**src/rtl/dht11_uart_frame.sv**
```systemverilog
// dht11_uart_frame: snapshots DHT11 ASCII digits and streams them as one text
// line ("T=+25.3 H=61.0%\r\n") over a valid/ready byte interface to a UART.
// A frame starts on a start pulse or on the periodic internal timer tick.
//
// Ports:
//   sys_clk, sys_rst_n         clock, asynchronous active-low reset
//   start                      single-cycle frame request
//   sign                       1 = negative temperature
//   temp_d3/d2/d1              temperature tens/units/tenths ASCII digits
//   hum_d3/d2/d1               humidity tens/units/tenths ASCII digits
//   tx_data, tx_valid          byte stream towards UART
//   tx_ready                   UART accepts byte
//   busy                       frame in progress (LOAD..DONE)
//   frame_done                 one-cycle pulse after the last byte is accepted
//
// Optional feature macro FRAME_CHECKSUM_EN: inserts two uppercase hex
// characters (XOR of the 15 body bytes) before CR LF, giving 19 bytes.
module dht11_uart_frame #(
  parameter int unsigned PERIOD_CYC = 50_000_000
) (
  input  logic       sys_clk,
  input  logic       sys_rst_n,
  input  logic       start,
  input  logic       sign,
  input  logic [7:0] temp_d3,
  input  logic [7:0] temp_d2,
  input  logic [7:0] temp_d1,
  input  logic [7:0] hum_d3,
  input  logic [7:0] hum_d2,
  input  logic [7:0] hum_d1,
  output logic [7:0] tx_data,
  output logic       tx_valid,
  input  logic       tx_ready,
  output logic       busy,
  output logic       frame_done
);

  localparam int unsigned IDX_W    = 5;
  localparam int unsigned SNAP_W   = 49;
  localparam int unsigned BODY_LEN = 15;
`ifdef FRAME_CHECKSUM_EN
  localparam int unsigned FRAME_LEN = 19;
`else
  localparam int unsigned FRAME_LEN = 17;
`endif
  localparam logic [IDX_W-1:0] LAST_IDX = IDX_W'(FRAME_LEN - 1);

  typedef enum logic [1:0] {IDLE, LOAD, SEND, DONE} state_t;

  state_t              state_q, state_d;
  logic [IDX_W-1:0]    index_q, index_d;
  logic                pending_q, pending_d;
  logic [SNAP_W-1:0]   snap_q, snap_d;
  logic [7:0]          tx_data_d;
  logic                tx_valid_d, busy_d, frame_done_d;
  logic [31:0]         timer_cnt;
  logic                timer_tick;
  logic                trigger;
  logic [7:0]          body_c  [BODY_LEN];
  logic [7:0]          frame_c [FRAME_LEN];

  // Non-digit characters are replaced by '?'.
  function automatic logic [7:0] digit(input logic [7:0] d);
    return (d >= 8'h30 && d <= 8'h39) ? d : 8'h3F;
  endfunction

  // Free-running period timer; PERIOD_CYC = 0 parks it at zero.
  assign timer_tick = (PERIOD_CYC != 0) && (timer_cnt == 32'(PERIOD_CYC - 1));
  assign trigger    = start | timer_tick;

  always_ff @(posedge sys_clk or negedge sys_rst_n) begin
    if (!sys_rst_n)                         timer_cnt <= '0;
    else if (timer_tick || PERIOD_CYC == 0) timer_cnt <= '0;
    else                                    timer_cnt <= timer_cnt + 32'd1;
  end

  // Text body "T=sTT.T H=HH.H%" built from the snapshot.
  always_comb begin
    body_c[0]  = 8'h54;
    body_c[1]  = 8'h3D;
    body_c[2]  = snap_q[48] ? 8'h2D : 8'h2B;
    body_c[3]  = digit(snap_q[47:40]);
    body_c[4]  = digit(snap_q[39:32]);
    body_c[5]  = 8'h2E;
    body_c[6]  = digit(snap_q[31:24]);
    body_c[7]  = 8'h20;
    body_c[8]  = 8'h48;
    body_c[9]  = 8'h3D;
    body_c[10] = digit(snap_q[23:16]);
    body_c[11] = digit(snap_q[15:8]);
    body_c[12] = 8'h2E;
    body_c[13] = digit(snap_q[7:0]);
    body_c[14] = 8'h25;
  end

`ifdef FRAME_CHECKSUM_EN
  logic [7:0] csum_c;

  function automatic logic [7:0] hex_char(input logic [3:0] n);
    return (n < 4'd10) ? (8'h30 + {4'h0, n}) : (8'h37 + {4'h0, n});
  endfunction

  always_comb begin
    csum_c = '0;
    for (int unsigned i = 0; i < BODY_LEN; i++) csum_c = csum_c ^ body_c[i];
  end
`endif

  // Full frame: body, optional checksum, CR LF.
  always_comb begin
    for (int unsigned i = 0; i < BODY_LEN; i++) frame_c[i] = body_c[i];
`ifdef FRAME_CHECKSUM_EN
    frame_c[BODY_LEN]     = hex_char(csum_c[7:4]);
    frame_c[BODY_LEN + 1] = hex_char(csum_c[3:0]);
`endif
    frame_c[FRAME_LEN - 2] = 8'h0D;
    frame_c[FRAME_LEN - 1] = 8'h0A;
  end

  // Next-state and registered-output logic.
  always_comb begin
    state_d      = state_q;
    index_d      = index_q;
    pending_d    = pending_q;
    snap_d       = snap_q;
    case (state_q)
      IDLE: if (trigger) state_d = LOAD;
      LOAD: begin
        snap_d  = {sign, temp_d3, temp_d2, temp_d1, hum_d3, hum_d2, hum_d1};
        index_d = '0;
        state_d = SEND;
        if (trigger) pending_d = 1'b1;
      end
      SEND: begin
        if (trigger) pending_d = 1'b1;
        if (tx_valid && tx_ready) begin
          if (index_q == LAST_IDX) state_d = DONE;
          else                     index_d = index_q + 5'd1;
        end
      end
      DONE: begin
        // A trigger arriving in DONE is served directly by the next LOAD.
        if (pending_q || trigger) state_d = LOAD;
        else                      state_d = IDLE;
        pending_d = 1'b0;
      end
      default: state_d = IDLE;
    endcase

    busy_d       = (state_d != IDLE);
    tx_valid_d   = (state_d == SEND);
    frame_done_d = (state_d == DONE);
    tx_data_d    = tx_data;
    if (state_d == SEND) tx_data_d = frame_c[index_d];
  end

  always_ff @(posedge sys_clk or negedge sys_rst_n) begin
    if (!sys_rst_n) begin
      state_q    <= IDLE;
      index_q    <= '0;
      pending_q  <= 1'b0;
      snap_q     <= '0;
      tx_data    <= 8'h00;
      tx_valid   <= 1'b0;
      busy       <= 1'b0;
      frame_done <= 1'b0;
    end else begin
      state_q    <= state_d;
      index_q    <= index_d;
      pending_q  <= pending_d;
      snap_q     <= snap_d;
      tx_data    <= tx_data_d;
      tx_valid   <= tx_valid_d;
      busy       <= busy_d;
      frame_done <= frame_done_d;
    end
  end

endmodule

```
**config.mk**
```make
export PLATFORM = sky130hd
export DESIGN_NAME = dht11_uart_frame
export DESIGN_NICKNAME = d
export VERILOG_FILES = /design/src/rtl/dht11_uart_frame.sv
export SDC_FILE = /design/constraint.sdc
export NUM_CORES = 1
export LEC_CHECK = 0
export CAP_MARGIN = 0
export CORE_UTILIZATION = 59
export DETAILED_ROUTE_END_ITERATION = 6
export PLACE_DENSITY_LB_ADDON = 0.2
export SETUP_SLACK_MARGIN = 0.15
export SLEW_MARGIN = 20
export SYNTH_ARGS = -nofsm -noshare
export SYNTH_HDL_FRONTEND = slang
export SYNTH_SLANG_ARGS = --single-unit
export TNS_END_PERCENT = 50
```
**constraint.sdc**
```tcl
create_clock -name sys_clk -period 4.86 [get_ports sys_clk]
set_clock_uncertainty 0.15 [all_clocks]
set_input_delay 0.972 -clock sys_clk [delete_from_list [all_inputs] [get_ports sys_clk]]
set_output_delay 0.972 -clock sys_clk [all_outputs]
set_load 0.01 [all_outputs]
```
After elaboration in Yosys (flattened, before gate mapping). Cells that the tools add are included.

Flip-flop bits (word level): 100. Output and inout port bits: 11. Input bits: 53.

Eq/ne operators: 8. $lt $le $gt $ge: 13. Reduce and logical (&&, ||, !) cells: 13. Bitwise logic cells: 2. Mux-type cells: 21. Add/sub/neg operators: 2.

Operators with widths (number): 8-bit 2-to-1 mux (8); 8-bit by 6-bit >= comparator with 1-bit output (second input constant) (6); 8-bit by 6-bit <= comparator with 1-bit output (second input constant) (6); 8-bit binary-select mux with 5-bit select (1); 32-bit by 1-bit adder with 32-bit output (second input constant) (1); 32-bit by 26-bit == test with 1-bit output (second input constant) (1); 32-bit 2-to-1 mux (1); 5-bit 2-to-1 mux (2); 5-bit case mux with 2 select lines (1); 2-bit == test (second input constant) (4); 2-bit case mux with 4 select lines (1); 1-bit logical AND (7); 6-bit >= comparator (second input constant) (1); 2-bit 2-to-1 mux (3); 5-bit inverter with 6-bit output (1); 5-bit by 1-bit adder with 5-bit output (second input constant) (1); 5-bit == test (second input constant) (1); 2-bit nonzero test (2); 3-bit 2-to-1 mux (1); 2-bit by 1-bit == test with 1-bit output (second input constant) (1); 2-bit zero test (1); 1-bit 2-to-1 mux (2); 2-bit by 1-bit inequality test with 1-bit output (second input constant) (1); 1-bit case mux with 2 select lines (1); 4 further kinds (4).

Logic depth before layout (Yosys ltp). Gate-level depths: netlist of the first run.

Word-level depth: 8. Mapped depth: 13. Depth with buffers taken out: 10.

Worst setup path after synthesis of the first run. Ideal clock, no wire load.

Path type: in2reg. Start point: in tx_ready. End point: reg tx_data[0]. Stages: 8. Data required time: 4591 ps. Buffers on the path: 1. Arrival time: 2589 ps. Setup time: 119 ps. Setup slack: 2003 ps. Cell sequence: nand3_1 -> or4_1 -> and2_1 -> buf_6 -> or4_1 -> o21ai_1 -> o221ai_1 -> o21a_1.

Cells in the longest elaborated chain, start to end: 7. Elaborated cells between the ends (all ways): 10.

Ends and longest elaborated chain: from (decl) (line 33) `input logic tx_ready,`; 1-bit logical AND (*) (line 136) `if (tx_valid && tx_ready) begin`; 5-bit 2-to-1 mux (line 136); 5-bit case mux with 2 select lines (line 126) `case (state_q)`; 5-bit inverter with 6-bit output (implied by the code) (line 154) `if (state_d == SEND) tx_data_d = frame_c[index_d];`; 8-bit binary-select mux with 5-bit select (line 154); 8-bit 2-to-1 mux (implied by the code) (2 in series) (line 154); to (signal assigned) (line 172) `tx_data <= tx_data_d;`; to (decl) (line 31) `output logic [7:0] tx_data,`.

Every way passes the cells marked *; elsewhere a longest branch is shown, timed or not. The select of a mux whose other input is x is not followed. A chain may end at the register's enable or synchronous reset.

Worst setup path in the final report of the first run.
Start point: in tx_ready. End point: reg tx_data[2].

The elaborated chain is that of the path after synthesis.

==> flow_summary.json, run 1 <==
{
  "rsz0062_at_grt": "no",
  "setup_ws_ns": 1.485,
  "worst_pin_slew_ns": 1.030,
  "clk_latency_ns": 0.36,
  "gr-total-overflow": 0,
  "n_fill_cell": 557,
  "utilization_pct": 73.64,
  "place_ws_ns": 1.199,
  "critical_path.max_fanout": 13,
  "drive_gt1_share_pct": 15.97,
  "track_usage_pct": 25.85,
  "die_h_um": 92.31,
  "ios": 64,
  "async_flop_share_pct": 100.0,
  "routed_via_density": 5.998,
  "chipWidth_um": 92.31,
  "critPathArrivalTime_ns": 3.47,
  "p_int_w": 0.001964,
  "start_util_pct": 61.63,
  "fin_tns_setup_ns": 0,
  "die-area_um2": 8521,
  "hold_viol": 0,
  "required_ns": 4.96,
  "finalNetCount": 556,
  "cts_tree": "done",
  "postSynthCellCount": 433,
  "ys_seq_area_share_pct": 52.00,
  "setup_violations": 0,
  "post_cts_buffers": 0,
  "clock_path_buffers": 2,
  "cts_repair_resize_count": 0,
  "ant_nets": 0,
  "vias": 3617,
  "critical_path_class": "input port to flop",
  "yosysUniqueCellTypes": 58,
  "clk_pin_slew_ns": 0.09,
  "grt_pass1_wl_um": 17390,
  "sequentialPowerShare_pct": 44.3,
  "fin_crit_sh_pct": 69.45,
  "maxSlewViolCount": 0,
  "grt_pass1_vias": 3549,
  "switching_share_pct": 34.21,
  "antenna_found_initial": 0,
  "numCtsBuffers": 9,
  "relSlewSlack_pct": 30.98,
  "wire_per_inst_um": 17.01,
  "cp-end-kind": "flop",
  "globalplace.congestion": 0.9667,
  "syn_nets": 493,
  "p_comb_share_pct": 36.0,
  "port_buffers": 63,
  "seq_area_um2": 2502,
  "power.density_nw_per_um2": 519.2,
  "wl_um": 10260,
  "cts.sinks": 100,
  "whs_ns": 0.3375,
  "drt-initial-drc-count": 204,
  "synthFlopType": "dfrtp_1",
  "htree_levels": 3,
  "yosys_register_bits": 100,
  "cap_violations": 0,
  "drt-pass1-iter-count": 5,
  "post-dp-hpwl_um": 7331,
  "min_period_ns": 3.375,
  "multi_input_area_um2": 2175,
  "core_area_um2": 7807,
  "netlist_area_um2": 4812,
  "switchingPower_w": 0.001021,
  "synth_warnings": 0,
  "min_path_type": "flop to flop",
  "area_growth_pct": 19.47,
  "leakage_nw": 2.376,
  "fp-row-count": 32,
  "grt_max_degree": 78,
  "worst_setup_path_start_kind": "input port",
  "syn_area_per_cell_um2": 11.11,
  "postCtsHoldBufs": 0,
  "outcome": "completed",
  "drc": 0,
  "vdd_drop_max_v": 0.0002817,
  "clockPowerShare_pct": 19.7,
  "cts_root_buf": "clkbuf_8",
  "antenna-diode-count": 0,
  "fmax_mhz": 296.3,
  "synth_edf_count": 0
}
[routing by layer]
metal | up-vias | GRT usage (%) | part of all wire [%]
li1 | 1699 | - | -
met1 | 1784 | 36.79 | 45
met2 | 117 | 40.19 | 49
met3 | 17 | 5.008 | 4.5
met4 | 0 | 8.203 | 1.9
met5 | - | 0 | 0
[power groups by stage]
stage                     clock network [W]  registers (W)  logic (W)
after floorplan                           0        0.00128   0.000767
after global placement                    0        0.00132    0.00103
after detailed placement                  0        0.00134    0.00107
after CTS                          0.000596        0.00132    0.00107
after global routing               0.000631        0.00136    0.00117
final                              0.000588        0.00132    0.00107
[final timing paths]
path | start | endpoint | cells past startpoint | slack (ns)
max | tx_ready | tx_data[2] | 9 | 1.48
min | tx_data[5] | tx_data[5] | 2 | 0.34
max reg2reg | state_q[0] | tx_data[2] | 10 | 1.50
min reg2reg | tx_data[5] | tx_data[5] | 2 | 0.34
max in group asynchronous | sys_rst_n | snap_q[31] | 2 | 3.09
min in group asynchronous | sys_rst_n | busy | 1 | 0.58
[logic make-up (layout without fill, tap and decap cells)]
| logic type | Yosys count | after routing | synth area share [%] |
|---|---|---|---|
| AO/OA/AOI/OAI | 76 | 76 | 10.82 |
| XOR/XNOR | 28 | 28 | 5.096 |
| adder cells (fa/ha/maj) | 7 | 7 | 1.820 |
| buffers and inverters | 31 | 99 | 3.172 |
| flip-flops | 100 | 100 | 52.00 |
| multiplexers | 50 | 50 | 11.67 |
| AND/OR/NAND/NOR | 141 | 141 | 15.42 |
[stage by stage]
| step | std cells | cell area (um^2) | total power (W) |
|---|---|---|---|
| final | 603 | 5749 | 0.002985 |
| after global routing | 603 | 5749 | 0.003166 |
| after CTS | 603 | 5739 | 0.002991 |
| after detailed placement | 587 | 5518 | 0.002405 |
| after global placement | 587 | 5518 | 0.002344 |
| after floorplan | 433 | 4812 | 0.002051 |
[placed cells by master, fill, tap and decap left out, drive strengths merged, types with 3 or more instances in the layout]
cell,synthesis,routed
o21ai,22,22
o31ai,5,5
nand2,31,31
nand3,22,22
a211oi,4,4
nor3,10,10
nand4,9,9
nor4,6,6
a21oi,12,12
mux2,49,49
buf,5,4
or3,4,4
dfrtp,100,100
xor2,11,11
o211ai,6,6
nand2b,3,3
inv,16,18
or4,3,3
nor2,31,31
xnor2,17,17
o21a,3,3
clkbuf,9,10
a31oi,4,4
and3,4,4
ha,7,7
clkdlybuf4s50,0,62
o32ai,3,3
and2,6,6
[cell usage after synthesis (4+ instances only)]
master | count | area [um^2]
and3_1 | 4 | 25.02
nor3_1 | 10 | 50.05
or3_1 | 4 | 25.02
a31oi_1 | 4 | 25.02
dfrtp_1 | 100 | 2502
o31ai_1 | 4 | 30.03
a211oi_1 | 4 | 30.03
ha_1 | 7 | 87.58
o21ai_0 | 19 | 95.09
nand4_1 | 9 | 56.30
xor2_1 | 11 | 96.34
mux2_2 | 49 | 551.8
xnor2_1 | 17 | 148.9
clkbuf_1 | 9 | 33.78
o211ai_1 | 6 | 45.04
inv_1 | 15 | 56.30
nand3_1 | 22 | 110.1
a21oi_1 | 12 | 60.06
nand2_1 | 29 | 108.9
nor4_1 | 5 | 31.28
and2_1 | 6 | 37.54
nor2_1 | 31 | 116.4
[final cells by class]
cell class,instances,share of cell area (%)
Multi-Input combinational cell,302,37.82
Inverter,17,1.262
Sequential cell,100,43.53
Timing Repair Buffer,66,11.32
Clock buffer,10,2.220
Clock inverter,6,1.632
Tap cell,102,2.220
[critical path, stage by stage]
cell and delay [ns]:
clkdlybuf4s50_1 0.58, nand3_1 0.16, or4_1 0.45, and2_1 0.30, inv_8 0.15, mux2_2 0.34
o21ai_0 0.25, o311a_1 0.22, o21ai_1 0.05
[state kept, by name (all words and copies together) (netlist names)]
signal      count
tx_data         8
snap_q         49
timer_cnt      32
index_q         5
frame_done      1
busy            1
state_q         2
pending_q       1
tx_valid        1
Note: power is estimated with default switching activity, not from simulation.
==> run 2, diff against run 1 <==
--- a/config.mk
+++ b/config.mk
@@ -6,7 +6,7 @@
 export NUM_CORES = 1
 export LEC_CHECK = 0
 export CAP_MARGIN = 0
-export CORE_UTILIZATION = 59
+export CORE_UTILIZATION = 50
 export DETAILED_ROUTE_END_ITERATION = 6
 export PLACE_DENSITY_LB_ADDON = 0.2
 export SETUP_SLACK_MARGIN = 0.15
==> constraint.sdc (replaced) <==
create_clock -name sys_clk -period 3.05 [get_ports sys_clk]
set_clock_uncertainty 0.15 [all_clocks]
set_input_delay 0.61 -clock sys_clk [delete_from_list [all_inputs] [get_ports sys_clk]]
set_output_delay 0.61 -clock sys_clk [all_outputs]
set_load 0.01 [all_outputs]
==> run 2 against run 1 <==
  * Register-to-register slack got worse by 1.3 ns
  * Sequential cell count stayed put
  * Utilization is 9.5 points lower
  * Clock power rose by 36%
  * Critical path type is now flop to flop
==> flow_summary.json, run 2 (synthesis results as in run 1) <==
{
  "worst_setup_path_start_kind": "flop",
  "finalNetCount": 579,
  "rsz0062_at_grt": "no",
  "cp-end-kind": "flop",
  "setup_ws_ns": 0.2342,
  "relSlewSlack_pct": 56.19,
  "clock_path_buffers": 2,
  "fp-row-count": 35,
  "drt-initial-drc-count": 233,
  "fmax_mhz": 355.1,
  "critical_path_class": "flop to flop",
  "ant_nets": 0,
  "whs_ns": 0.1220,
  "worst_pin_slew_ns": 0.6571,
  "cts_root_buf": "clkbuf_8",
  "ios": 64,
  "htree_levels": 3,
  "drive_gt1_share_pct": 20.61,
  "port_buffers": 63,
  "final_common_cell": "dfrtp_1",
  "grt_max_degree": 52,
  "place_ws_ns": -0.03791,
  "maxSlewViolCount": 0,
  "grt_pass1_wl_um": 17520,
  "wl_um": 10440,
  "largest-register": "snap_q",
  "largest_reg_flops": 49,
  "required_ns": 3.19,
  "cts.sinks": 100,
  "n_fill_cell": 787,
  "min_period_ns": 2.816,
  "gr-total-overflow": 0,
  "clk_latency_ns": 0.36,
  "fin_crit_sh_pct": 92.32,
  "antenna-diode-count": 0,
  "critical_path.max_fanout": 8,
  "die_h_um": 100.1,
  "drt-pass1-iter-count": 4,
  "clk_pin_slew_ns": 0.10,
  "die-area_um2": 10020,
  "power.density_nw_per_um2": 803.0,
  "layout_common_cells": "dfrtp_1 (99), clkdlybuf4s50_1 (62), mux2_2 (49)",
  "globalplace.congestion": 0.9461,
  "post-dp-hpwl_um": 7692,
  "reg.largest.list": "snap_q x49, timer_cnt x32, tx_data x8",
  "cts_tree": "done",
  "vias": 3685,
  "antenna_found_initial": 0,
  "setup_violations": 0,
  "leakage_nw": 2.473,
  "utilization_pct": 64.11,
  "post_cts_buffers": 0,
  "start_util_pct": 51.83,
  "routed_via_density": 5.643,
  "track_usage_pct": 22.53,
  "critPathArrivalTime_ns": 2.95,
  "outcome": "completed",
  "vdd_drop_max_v": 0.0003917,
  "chipWidth_um": 100.1,
  "wire_per_inst_um": 15.98,
  "cap_violations": 0,
  "min_path_type": "input port to async pin",
  "grt_pass1_vias": 3587,
  "numCtsBuffers": 9,
  "drc": 0,
  "area_growth_pct": 23.69,
  "core_area_um2": 9284,
  "hold_viol": 0
}
## run 2: cell count changes in the layout (fill, tap and decap cells not counted), moves of 2 or more
cell,previous run,this run
buf_4,4,26
bufinv_16,2,0
clkinvlp_4,1,3
ha_1,6,4
## run 2: critical path: stages (launching register included)
cell and delay, ns:
dfrtp_2 0.43, inv_1 0.14, ha_4 0.34, nand2_2 0.08, or4_1 0.49, and2_1 0.20, buf_4 0.17, a211oi_1 0.27
o21ai_0 0.14, a2bb2oi_1 0.16, a31oi_1 0.17
## run 2: final timing paths
path / from / endpoint / slack (ns) / depth (start not counted)
min reg2reg: timer_cnt[31] / timer_cnt[31] / 0.34 / 1
max: state_q[0] / tx_data[3] / 0.23 / 10
max in group asynchronous: sys_rst_n / snap_q[48] / 1.97 / 2
max reg2reg: state_q[0] / tx_data[3] / 0.23 / 10
min in group sys_clk: timer_cnt[31] / timer_cnt[31] / 0.34 / 1
min: sys_rst_n / snap_q[12] / 0.12 / 1
## run 2: metal layers
layer  GRT usage (%)  share of wire, %  vias up
met3           4.457               4.8        8
met1           32.32                46     1833
met4           5.351              0.79        0
met5               0                 0        -
li1                -                 -     1739
met2           35.54                48      105
## run 2: final cells by class
| type | count | area (um^2) | area share (%) |
|---|---|---|---|
| repair buffers | 89 | 835.8 | 14.04 |
| multi-input cells | 302 | 2193 | 36.85 |
| inverters | 17 | 72.57 | 1.219 |
| well taps | 129 | 161.4 | 2.712 |
| clock inverters | 6 | 47.55 | 0.7988 |
| clock buffers | 10 | 137.6 | 2.312 |
| flip-flops and latches | 100 | 2504 | 42.06 |
## run 2: metrics by stage
stage / cell area, um^2 / power (W) / std cells / setup TNS (ns)
2_1_floorplan: 4812 / 0.003268 / 433 / 0
3_3_place_gp: 5732 / 0.003894 / 637 / 0
3_5_place_dp: 5732 / 0.003945 / 637 / -0.07240
4_1_cts: 5919 / 0.004749 / 653 / 0
5_1_grt: 5952 / 0.005093 / 653 / 0
6_report: 5952 / 0.004779 / 653 / 0
## run 2: timing repair
action,CTS,global route
setup endpoints to repair,4,5
hold buffers,0,0
resized for setup,1,7
pin swaps,0,1
## run 2: power by group
| group | switching (W) | internal, W |
|---|---|---|
| registers | 0.000338 | 0.00177 |
| logic | 0.000858 | 0.00102 |
| clock network | 0.000471 | 0.000326 |
| total | 0.00167 | 0.00311 |
==> run 3, diff against run 2 <==
--- a/config.mk
+++ b/config.mk
@@ -9,6 +9,7 @@
 export CORE_UTILIZATION = 50
 export DETAILED_ROUTE_END_ITERATION = 6
 export PLACE_DENSITY_LB_ADDON = 0.2
+export REMOVE_ABC_BUFFERS = 1
 export SETUP_SLACK_MARGIN = 0.15
 export SLEW_MARGIN = 20
 export SYNTH_ARGS = -nofsm -noshare
==> run 3 against run 2 <==
  * Critical path depth stayed put
  * Utilization is 0.28 points higher
  * Cell area rose by 0.44%
  * Clock power up 13%
  * Wire length decreased by 4.2%
  * First-iteration DRC count grew 18%
  * Fmax grew 0.77%
  * Via count is 1.2% lower
==> flow_summary.json, run 3 (synthesis results as in run 1) <==
{
  "outcome": "completed",
  "met1_usage_pct": 31.87,
  "wl_um": 10000,
  "htree_levels": 3,
  "antenna_found_initial": 0,
  "finalNetCount": 579,
  "switching_share_pct": 34.00,
  "vias": 3639,
  "power.density_nw_per_um2": 812.5,
  "drt-initial-drc-count": 275,
  "die_h_um": 100.1,
  "cts_root_buf": "clkbuf_8",
  "postCtsHoldBufs": 0,
  "rsz0062_at_grt": "no",
  "clk_latency_ns": 0.36,
  "antenna-diode-count": 0,
  "r2r-end": "tx_data[0]",
  "hold_viol": 0,
  "clk_pin_slew_ns": 0.10,
  "switchingPower_w": 0.001651,
  "crit_chain": "inv_1 -> ha_4 -> nand2_2 -> or4_1 -> and2_1 -> buf_4 -> o32ai_1 -> a211o_1 -> o221ai_1 -> o21a_1",
  "fin_tns_setup_ns": 0,
  "gr-total-overflow": 0,
  "critPathArrivalTime_ns": 2.90,
  "numCtsBuffers": 9,
  "maxSlewViolCount": 0,
  "post-dp-hpwl_um": 7458,
  "wire_per_inst_um": 15.32,
  "post_cts_buffers": 0,
  "ant_nets": 0,
  "setup_violations": 0,
  "startpoint": "state_q[0]",
  "grt_max_degree": 50,
  "largest-register": "snap_q",
  "globalplace.congestion": 0.9540,
  "port_buffers": 63,
  "r2r_slack_ns": 0.26,
  "dp_cells": 637,
  "worst_pin_slew_ns": 0.6291,
  "clock_path_buffers": 2,
  "critical_path.max_fanout": 8,
  "reg.largest.list": "snap_q x49, timer_cnt x32, tx_data x8",
  "grt_pass1_vias": 3622,
  "layout_common_cells": "dfrtp_1 (99), clkdlybuf4s50_1 (62), mux2_2 (49)",
  "final_common_cell": "dfrtp_1",
  "area_growth_pct": 24.23,
  "fmax_mhz": 357.9,
  "min_path_type": "input port to async pin",
  "whs_ns": 0.005621,
  "cts_tree": "done",
  "crit_path_top_delay_cell": "or4_1",
  "min_period_ns": 2.794,
  "sequentialPowerShare_pct": 43.2,
  "power_w": 0.004857,
  "clockPowerShare_pct": 18.6,
  "grt_pass1_wl_um": 17280,
  "drt-pass1-iter-count": 5,
  "stdcell_count": 653,
  "core_area_um2": 9284,
  "routed_via_density": 5.573,
  "drive_gt1_share_pct": 20.61,
  "cts.sinks": 100,
  "start_util_pct": 51.83,
  "use_met2_pct": 33.37,
  "chipWidth_um": 100.1,
  "track_usage_pct": 21.92,
  "relSlewSlack_pct": 58.06,
  "cts_repair_resize_count": 1,
  "leakage_nw": 2.495,
  "cp_slowest_stage_delay_ns": 0.48,
  "gr-usage-met3_pct": 4.875,
  "cp-end-kind": "flop",
  "r2r_cells": 10,
  "drc": 0,
  "die-area_um2": 10020,
  "cap_violations": 0,
  "ios": 64,
  "grt.busiest_layer": "met2",
  "vdd_drop_max_v": 0.0004069,
  "worst_setup_path_start_kind": "flop",
  "fp-row-count": 35,
  "r2r_start": "state_q[0]",
  "required_ns": 3.16,
  "crit_end": "tx_data[0]",
  "critical_path_class": "flop to flop",
  "p_int_w": 0.003206,
  "p_comb_share_pct": 38.2,
  "utilization_pct": 64.39,
  "largest_reg_flops": 49,
  "fin_crit_sh_pct": 91.62
}
## run 3: cell count changes in the layout (fill, tap and decap cells not counted), sizes merged
cell	previous run	this run
bufinv	0	1
inv	18	20
clkinvlp	3	0
## run 3: layout make-up
cell class,count,area (um^2)
Tap cell,129,161.4
Clock buffer,10,137.6
Timing Repair Buffer,89,835.8
Fill cell,779,3306
Inverter,17,72.57
Multi-Input combinational cell,302,2191
Clock inverter,6,76.32
Sequential cell,100,2504
## run 3: worst min path at each step
stage / cells after the start / end / slack, ns / start
2_1_floorplan: 0 / busy / 0.16 / sys_rst_n
3_3_place_gp: 2 / tx_data[5] / 0.31 / tx_data[5]
3_5_place_dp: 2 / tx_data[5] / 0.32 / tx_data[5]
4_1_cts: 1 / snap_q[46] / 0.005 / sys_rst_n
5_1_grt: 1 / snap_q[33] / 0.01 / sys_rst_n
6_report: 1 / snap_q[46] / 0.006 / sys_rst_n
## run 3: layer usage
metal	wire [um]	vias to the layer above
li1	-	1745
met1	4903	1800
met2	4584	86
met3	427	8
met4	87	0
met5	0	-
## run 3: critical path, delay by kind of cell (launching register included)
kind	cells	cell delay, ns
AND/OR/NAND/NOR	3	0.76
buffers and inverters	2	0.30
AO/OA/AOI/OAI	4	0.72
adder cells (fa/ha/maj)	1	0.34
flip-flops	1	0.42
## run 3: power by group through the flow
stage                     clock, W  sequential [W]  combinational, W
after global placement           0         0.00210           0.00177
after detailed placement         0         0.00212           0.00181
after CTS                 0.000935         0.00209           0.00182
after floorplan                  0         0.00205           0.00118
final                     0.000904         0.00210           0.00186
after global routing      0.000985         0.00216           0.00203
## run 3: through the flow
stage,area [um^2],setup WS [ns]
after global routing,5978,0.1505
final,5978,0.2556
after floorplan,4732,0.03924
after CTS,5948,0.1868
after global placement,5732,0.02563
after detailed placement,5732,-0.003765
==> variant 1 (settings of run 3) <==
`PERIOD_CYC`: 50_000_000 -> 37_500_000.
--- a/src/rtl/dht11_uart_frame.sv
+++ b/src/rtl/dht11_uart_frame.sv
@@ -18,3 +18,3 @@
 module dht11_uart_frame #(
-  parameter int unsigned PERIOD_CYC = 50_000_000
+  parameter int unsigned PERIOD_CYC = 37_500_000
 ) (
Function: no difference found for any inputs over 10 cycles, from zero or initial values and one cycle with sys_rst_n low; that may be too few to reach the edited logic, so the function may still have changed.
==> variant 1 against run 3 <==
Combinational power down 5%; utilization down 0.22 points; design area is 0.13% higher; cell count decreased by 1.2%; sequential cell count is the same; count of clock-buffer cells in the layout unchanged; sequential share of layout area fell by 0.073 points; synthesized cell count down 1.4%; synthesized area increased by 0.60%; wire length up 7.2%; power decreased by 4.2%; setup slack better by 0.036 ns; critical endpoint is now tx_data[1]; largest power group unchanged.
==> variant 1: results (changes against run 3) <==
Power
  – P_int: 3.11 mW (was 3.21 mW)
  – Maximum VDD drop: 0.428 mV (was 0.407 mV)

Layout
  – Final non-clock buffer share: 0.140 (about the same)
  – Fillcell total: 757 (was 779)
  – Number of non-clock inverters in the layout: 12 (was 17)
  – Finished Core Util: 0.642 (was 0.644)
  – Non-Filler Instances: 645 (was 653)
  – Multi-input logic portion of the cell area: 0.375 (was 0.366)
  – Clock-cell share of area: 0.0320 (was 0.0358)
  – Multi-input gates: 299 (was 302)
  – Layout cells sized above 1: 0.215 (was 0.206)
  – Post-layout nets: 571 (was 579)
  – Sequential share of cell area: 0.418 (was 0.419)
  – Reg area: 2500 um^2 (about the same)

Detailed routing
  – First-pass detailed-route iteration total: 4 (was 5)
  – Routed length on met2: 4900 um (was 4580 um)
  – Metal-1 WL: 5200 um (was 4900 um)
  – Starting DRT DRC Count: 158 (was 275)
  – Drt wl/cell: 16.6 um (was 15.3 um)
  – Via count: 3601 (was 3639)
  – Met3 Wirelength: 533 um (was 427 um)

Placed design
  – Area after DPL: 5760 um^2 (was 5730 um^2)
  – Hpwl dp: 7890 um (was 7460 um)
  – Post-placement cell count: 628 (was 637)
  – Placer congestion estimate: 0.920 (was 0.954)
  – Place WS: -0.0730 ns (was -0.00377 ns)

Synthesis
  – FF+latch count, synth: 100 (unchanged)
  – Cells after Synth: 427 (was 433)
  – Distinct cell type count after synthesis: 62 (was 58)
  – Commonest cells post-synth: dfrtp_1 (100), mux2_2 (51), nor2_1 (26) (was dfrtp_1 (100), mux2_2 (49), nor2_1 (31))
  – Seq/Total Area, Yosys: 0.517 (was 0.520)
  – Area contributors post-synth: dfrtp_1 (52%), mux2_2 (12%), xnor2_1 (2.9%), xor2_1 (2.7%), nand3_1 (2.4%) (was dfrtp_1 (52%), mux2_2 (11%), xnor2_1 (3.1%), nor2_1 (2.4%), nand3_1 (2.3%))

Global routing
  – First-pass GRT wire length: 17800 um (was 17300 um)
  – Pin count of the biggest net entering global routing: 47 (was 50)
  – Vias in the first global route: 3544 (was 3622)
  – Tot GR Track Use: 0.230 (was 0.219)

Setup path
  – WP data arrival: 2.86 ns (was 2.90 ns)
  – FF-to-FF setup slack: 0.29 ns (was 0.26 ns)
  – Critical-path maximum fanout: 6 (was 8)

Outcome
  – Status: complete, no violations (unchanged)

Timing
  – Max_slew headroom: 0.584 (was 0.581)
  – Final Critical Period: 2.76 ns (was 2.79 ns)
  – Hold slack: 0.0812 ns (was 0.00562 ns)
variant 1: cell types whose count changed in the layout (fill, tap and decap cells not counted), moves of 3 or more:
cell,change
and3_1,+4
inv_1,-5
xor2_1,+4
o31ai_1,-3
nor2_1,-5
nand2_1,-10
nand4_1,+4
o21ai_1,-3
o32ai_1,-3
variant 1: worst max-delay path: stages (launching register included):
cell       delay, ns
dfrtp_1         0.43
inv_1           0.14
ha_4            0.33
nand3_2         0.11
o211ai_1        0.33
nand3_1         0.17
or4_1           0.49
o2111ai_1       0.10
o311ai_1        0.12
mux2_2          0.28
variant 1: routing by layer:
metal	GRT usage	vias up
met1	0.343	1782
met2	0.341	87
met3	0.0474	11
met5	0	-
li1	-	1721
met4	0.0647	0
variant 1: cells by family after synthesis:
| family | synth area share |
|---|---|
| adders and majority gates | 0.0181 |
| AOI/OAI and AO/OA | 0.0905 |
| buffers and inverters | 0.0251 |
| and+or+nand+nor | 0.169 |
| xor gates and xnor gates | 0.0561 |
| DFF | 0.517 |
| muxes | 0.125 |
variant 1: path summary, 6_finish.rpt:
path,endpoint,depth (start not counted)
min in group sys_clk,timer_cnt[31],1
setup / recovery,tx_data[1],9
hold reg to reg,timer_cnt[31],1
setup reg to reg,tx_data[1],9
max in group asynchronous,tx_data[7],2
hold / removal,snap_q[21],1
variant 1: power groups by stage:
stage               Sequential, mW  Clock, mW  Combinational, mW
global route                  2.10      0.919               1.92
global placement              2.05          0               1.67
floorplan                     2.01          0               1.09
finish                        2.04      0.851               1.76
CTS                           2.04      0.876               1.72
detailed placement            2.06          0               1.71
variant 1: repair_timing:
action,4_1_cts,5_1_grt
endpoints found under the setup margin,1,4
pin swaps,0,1
gates resized for setup,1,5
setup buffers,0,1
==> variant 2 (flow settings as in run 3) <==
Made on the original files. Make the reset (`sys_rst_n`) synchronous in 2 clocked blocks. Comments in the files are not updated.
--- a/src/rtl/dht11_uart_frame.sv
+++ b/src/rtl/dht11_uart_frame.sv
@@ -70,3 +70,3 @@
 
-  always_ff @(posedge sys_clk or negedge sys_rst_n) begin
+  always_ff @(posedge sys_clk) begin
     if (!sys_rst_n)                         timer_cnt <= '0;
@@ -156,3 +156,3 @@
 
-  always_ff @(posedge sys_clk or negedge sys_rst_n) begin
+  always_ff @(posedge sys_clk) begin
     if (!sys_rst_n) begin
Behaviour: differs if sys_rst_n is asserted again (counterexample within 4 cycles, from zero or initial values and one cycle with sys_rst_n low); with sys_rst_n held inactive, the same outputs for 10 cycles.
==> variant 2 against run 3 <==
Design area down 2.1%; synthesized area up 1.9%; sequential cell count unchanged; utilization down 2.0 points; count of clock-buffer cells in the layout unchanged; wire length up 3.8%; via count up 6.6%; setup slack better by 0.053 ns; critical path type unchanged; critical endpoint is now tx_data[0].
Power is not compared: it rests on default switching activity, and its combinational part moved more than twofold at a synthesized area within 25%.
==> variant 2: results (changes against run 3) <==
Detailed routing
  – Metal-1 WL: 5140 um (was 4900 um)
  – Vias per cell: 5.40 (was 5.57)
  – Met3 Wirelength: 510 um (was 427 um)
  – Drt wl/cell: 14.5 um (was 15.3 um)
  – Top routing layer in use: met4 (unchanged)
  – Routed length on met2: 4620 um (was 4580 um)
  – First-pass detailed-route iteration total: 5 (unchanged)
  – Starting DRT DRC Count: 154 (was 275)

Setup path
  – Register-to-Register Path Depth: 9 (was 10)
  – Critical-path maximum fanout: 10 (was 8)
  – Critical path endpoint: tx_data[0] (unchanged)
  – WP data arrival: 2.87 ns (was 2.90 ns)
  – FF-to-FF setup slack: 0.31 ns (was 0.26 ns)
  – Critical path's slowest cell: dfxtp_1 (was or4_1)
  – Top delay family on crit path: compound AO/OA/AOI/OAI gates (was simple AND/OR/NAND/NOR gates)
  – Critical path's largest stage delay: 0.43 ns (was 0.48 ns)
  – Crit path from: state_q[0] (unchanged)

Synthesis
  – Ys async rst share: 0 (was 1.00)
  – Post-Synth XOR/XNOR Area: 0.0518 (was 0.0510)
  – Ys Warns: 0 (unchanged)
  – Distinct cell type count after synthesis: 74 (was 58)
  – Commonest cells post-synth: dfxtp_1 (100), nor2b_1 (52), mux2i_1 (51) (was dfrtp_1 (100), mux2_2 (49), nor2_1 (31))
  – Area contributors post-synth: dfxtp_1 (41%), mux2i_1 (10%), nor2b_1 (6.6%), nor2_1 (3.7%), xor2_1 (3.4%) (was dfrtp_1 (52%), mux2_2 (11%), xnor2_1 (3.1%), nor2_1 (2.4%), nand3_1 (2.3%))
  – Compound-Gate Fraction of Synth Area: 0.114 (was 0.108)
  – Seq/Total Area, Yosys: 0.408 (was 0.520)
  – Mux cell area share after synthesis: 0.110 (was 0.117)
  – Adder-cell share of the synthesized area: 0.0179 (was 0.0182)
  – Post-synth top flop: dfxtp_1 (was dfrtp_1)

Timing
  – Max_slew headroom: 0.439 (was 0.581)

Worst hold path
  – Worst Hold Class: reg -> reg (was in -> async)
  – Hold Path Depth: 2
  – Hold path start: tx_data[7]

Clock network
  – H-Tree Depth: 3 (unchanged)
  – Root buf cell: clkbuf_8 (unchanged)
  – Post-CTS Setup Inserts: 0 (unchanged)
  – Clock Tree Buf Depth: 2 (unchanged)
  – Clock transition at the registers of the reported paths: approximately 0.09 ns

Global routing
  – Vias in the first global route: 3749 (was 3622)
  – First-pass GRT wire length: 17300 um (about the same)
  – Global Route met1 Usage: 0.296 (was 0.319)
  – Met2 usage: 0.341 (was 0.334)
  – Pin count of the biggest net entering global routing: 50 (unchanged)
  – Tot GR Track Use: 0.215 (was 0.219)
  – Met3 GRT Util: 0.0368 (was 0.0487)

Layout
  – Fillcell total: 837 (was 779)
  – Post-layout nets: 645 (was 579)
  – Layout cells sized above 1: 0.102 (was 0.206)

Power
  – Sw Pwr: 0.773 mW

Placed design
  – Hpwl dp: 7600 um (was 7460 um)
  – Area after DPL: 5670 um^2 (was 5730 um^2)
  – Placer congestion estimate: 0.877 (was 0.954)

Outcome
  – Status: complete, no violations (unchanged)
variant 2: changes by cell type in the layout (fill, tap and decap cells not counted), moves of 8 or more:
cell,before,now
dfxtp_1,0,100
mux2i_1,1,51
buf_4,26,15
mux2_2,49,0
nor2_1,31,48
nor2b_1,2,52
dfrtp_1,99,0
xor2_1,11,19
variant 2: layout make-up:
cell class	instances	area, um^2	area share
multi-input cells	384	2740	0.468
repair buffers	78	738	0.126
well taps	129	161	0.0276
flip-flops and latches	100	2000	0.342
clock inverters	5	40.0	0.00684
inverters	12	45.0	0.00770
clock buffers	10	128	0.0218
variant 2: what timing repair did:
| item | in CTS | in global routing |
|---|---|---|
| gates resized for setup | 1 | 3 |
| endpoints found under the hold margin | 0 | 0 |
| endpoints found under the setup margin | 1 | 5 |
variant 2: power groups by stage:
stage	sequential, mW	combinational [mW]	clock [mW]
final	1.47	0.545	0.738
after global routing	1.48	0.594	0.820
after CTS	1.47	0.545	0.767
after floorplan	1.49	0.329	0
after global placement	1.50	0.533	0
after detailed placement	1.50	0.543	0
variant 2: through the flow:
| stage | setup WS [ns] | std cells | hold WS, ns | power (mW) | utilization |
|---|---|---|---|---|---|
| CTS | 0.248 | 718 | 0.302 | 2.78 | 0.623 |
| global placement | 0.0595 | 703 | 0.283 | 2.03 | 0.605 |
| detailed placement | 0.00186 | 703 | 0.288 | 2.04 | 0.605 |
| global route | 0.146 | 718 | 0.340 | 2.90 | 0.624 |
| floorplan | 0.337 | 496 | 0.268 | 1.82 | - |
| finish | 0.309 | 718 | 0.298 | 2.75 | 0.624 |
variant 2: tightest hold or removal path: stages, from the launching register on:
cell,delay (ns)
dfxtp_1,0.33
nand2_1,0.06
nor2_1,0.03
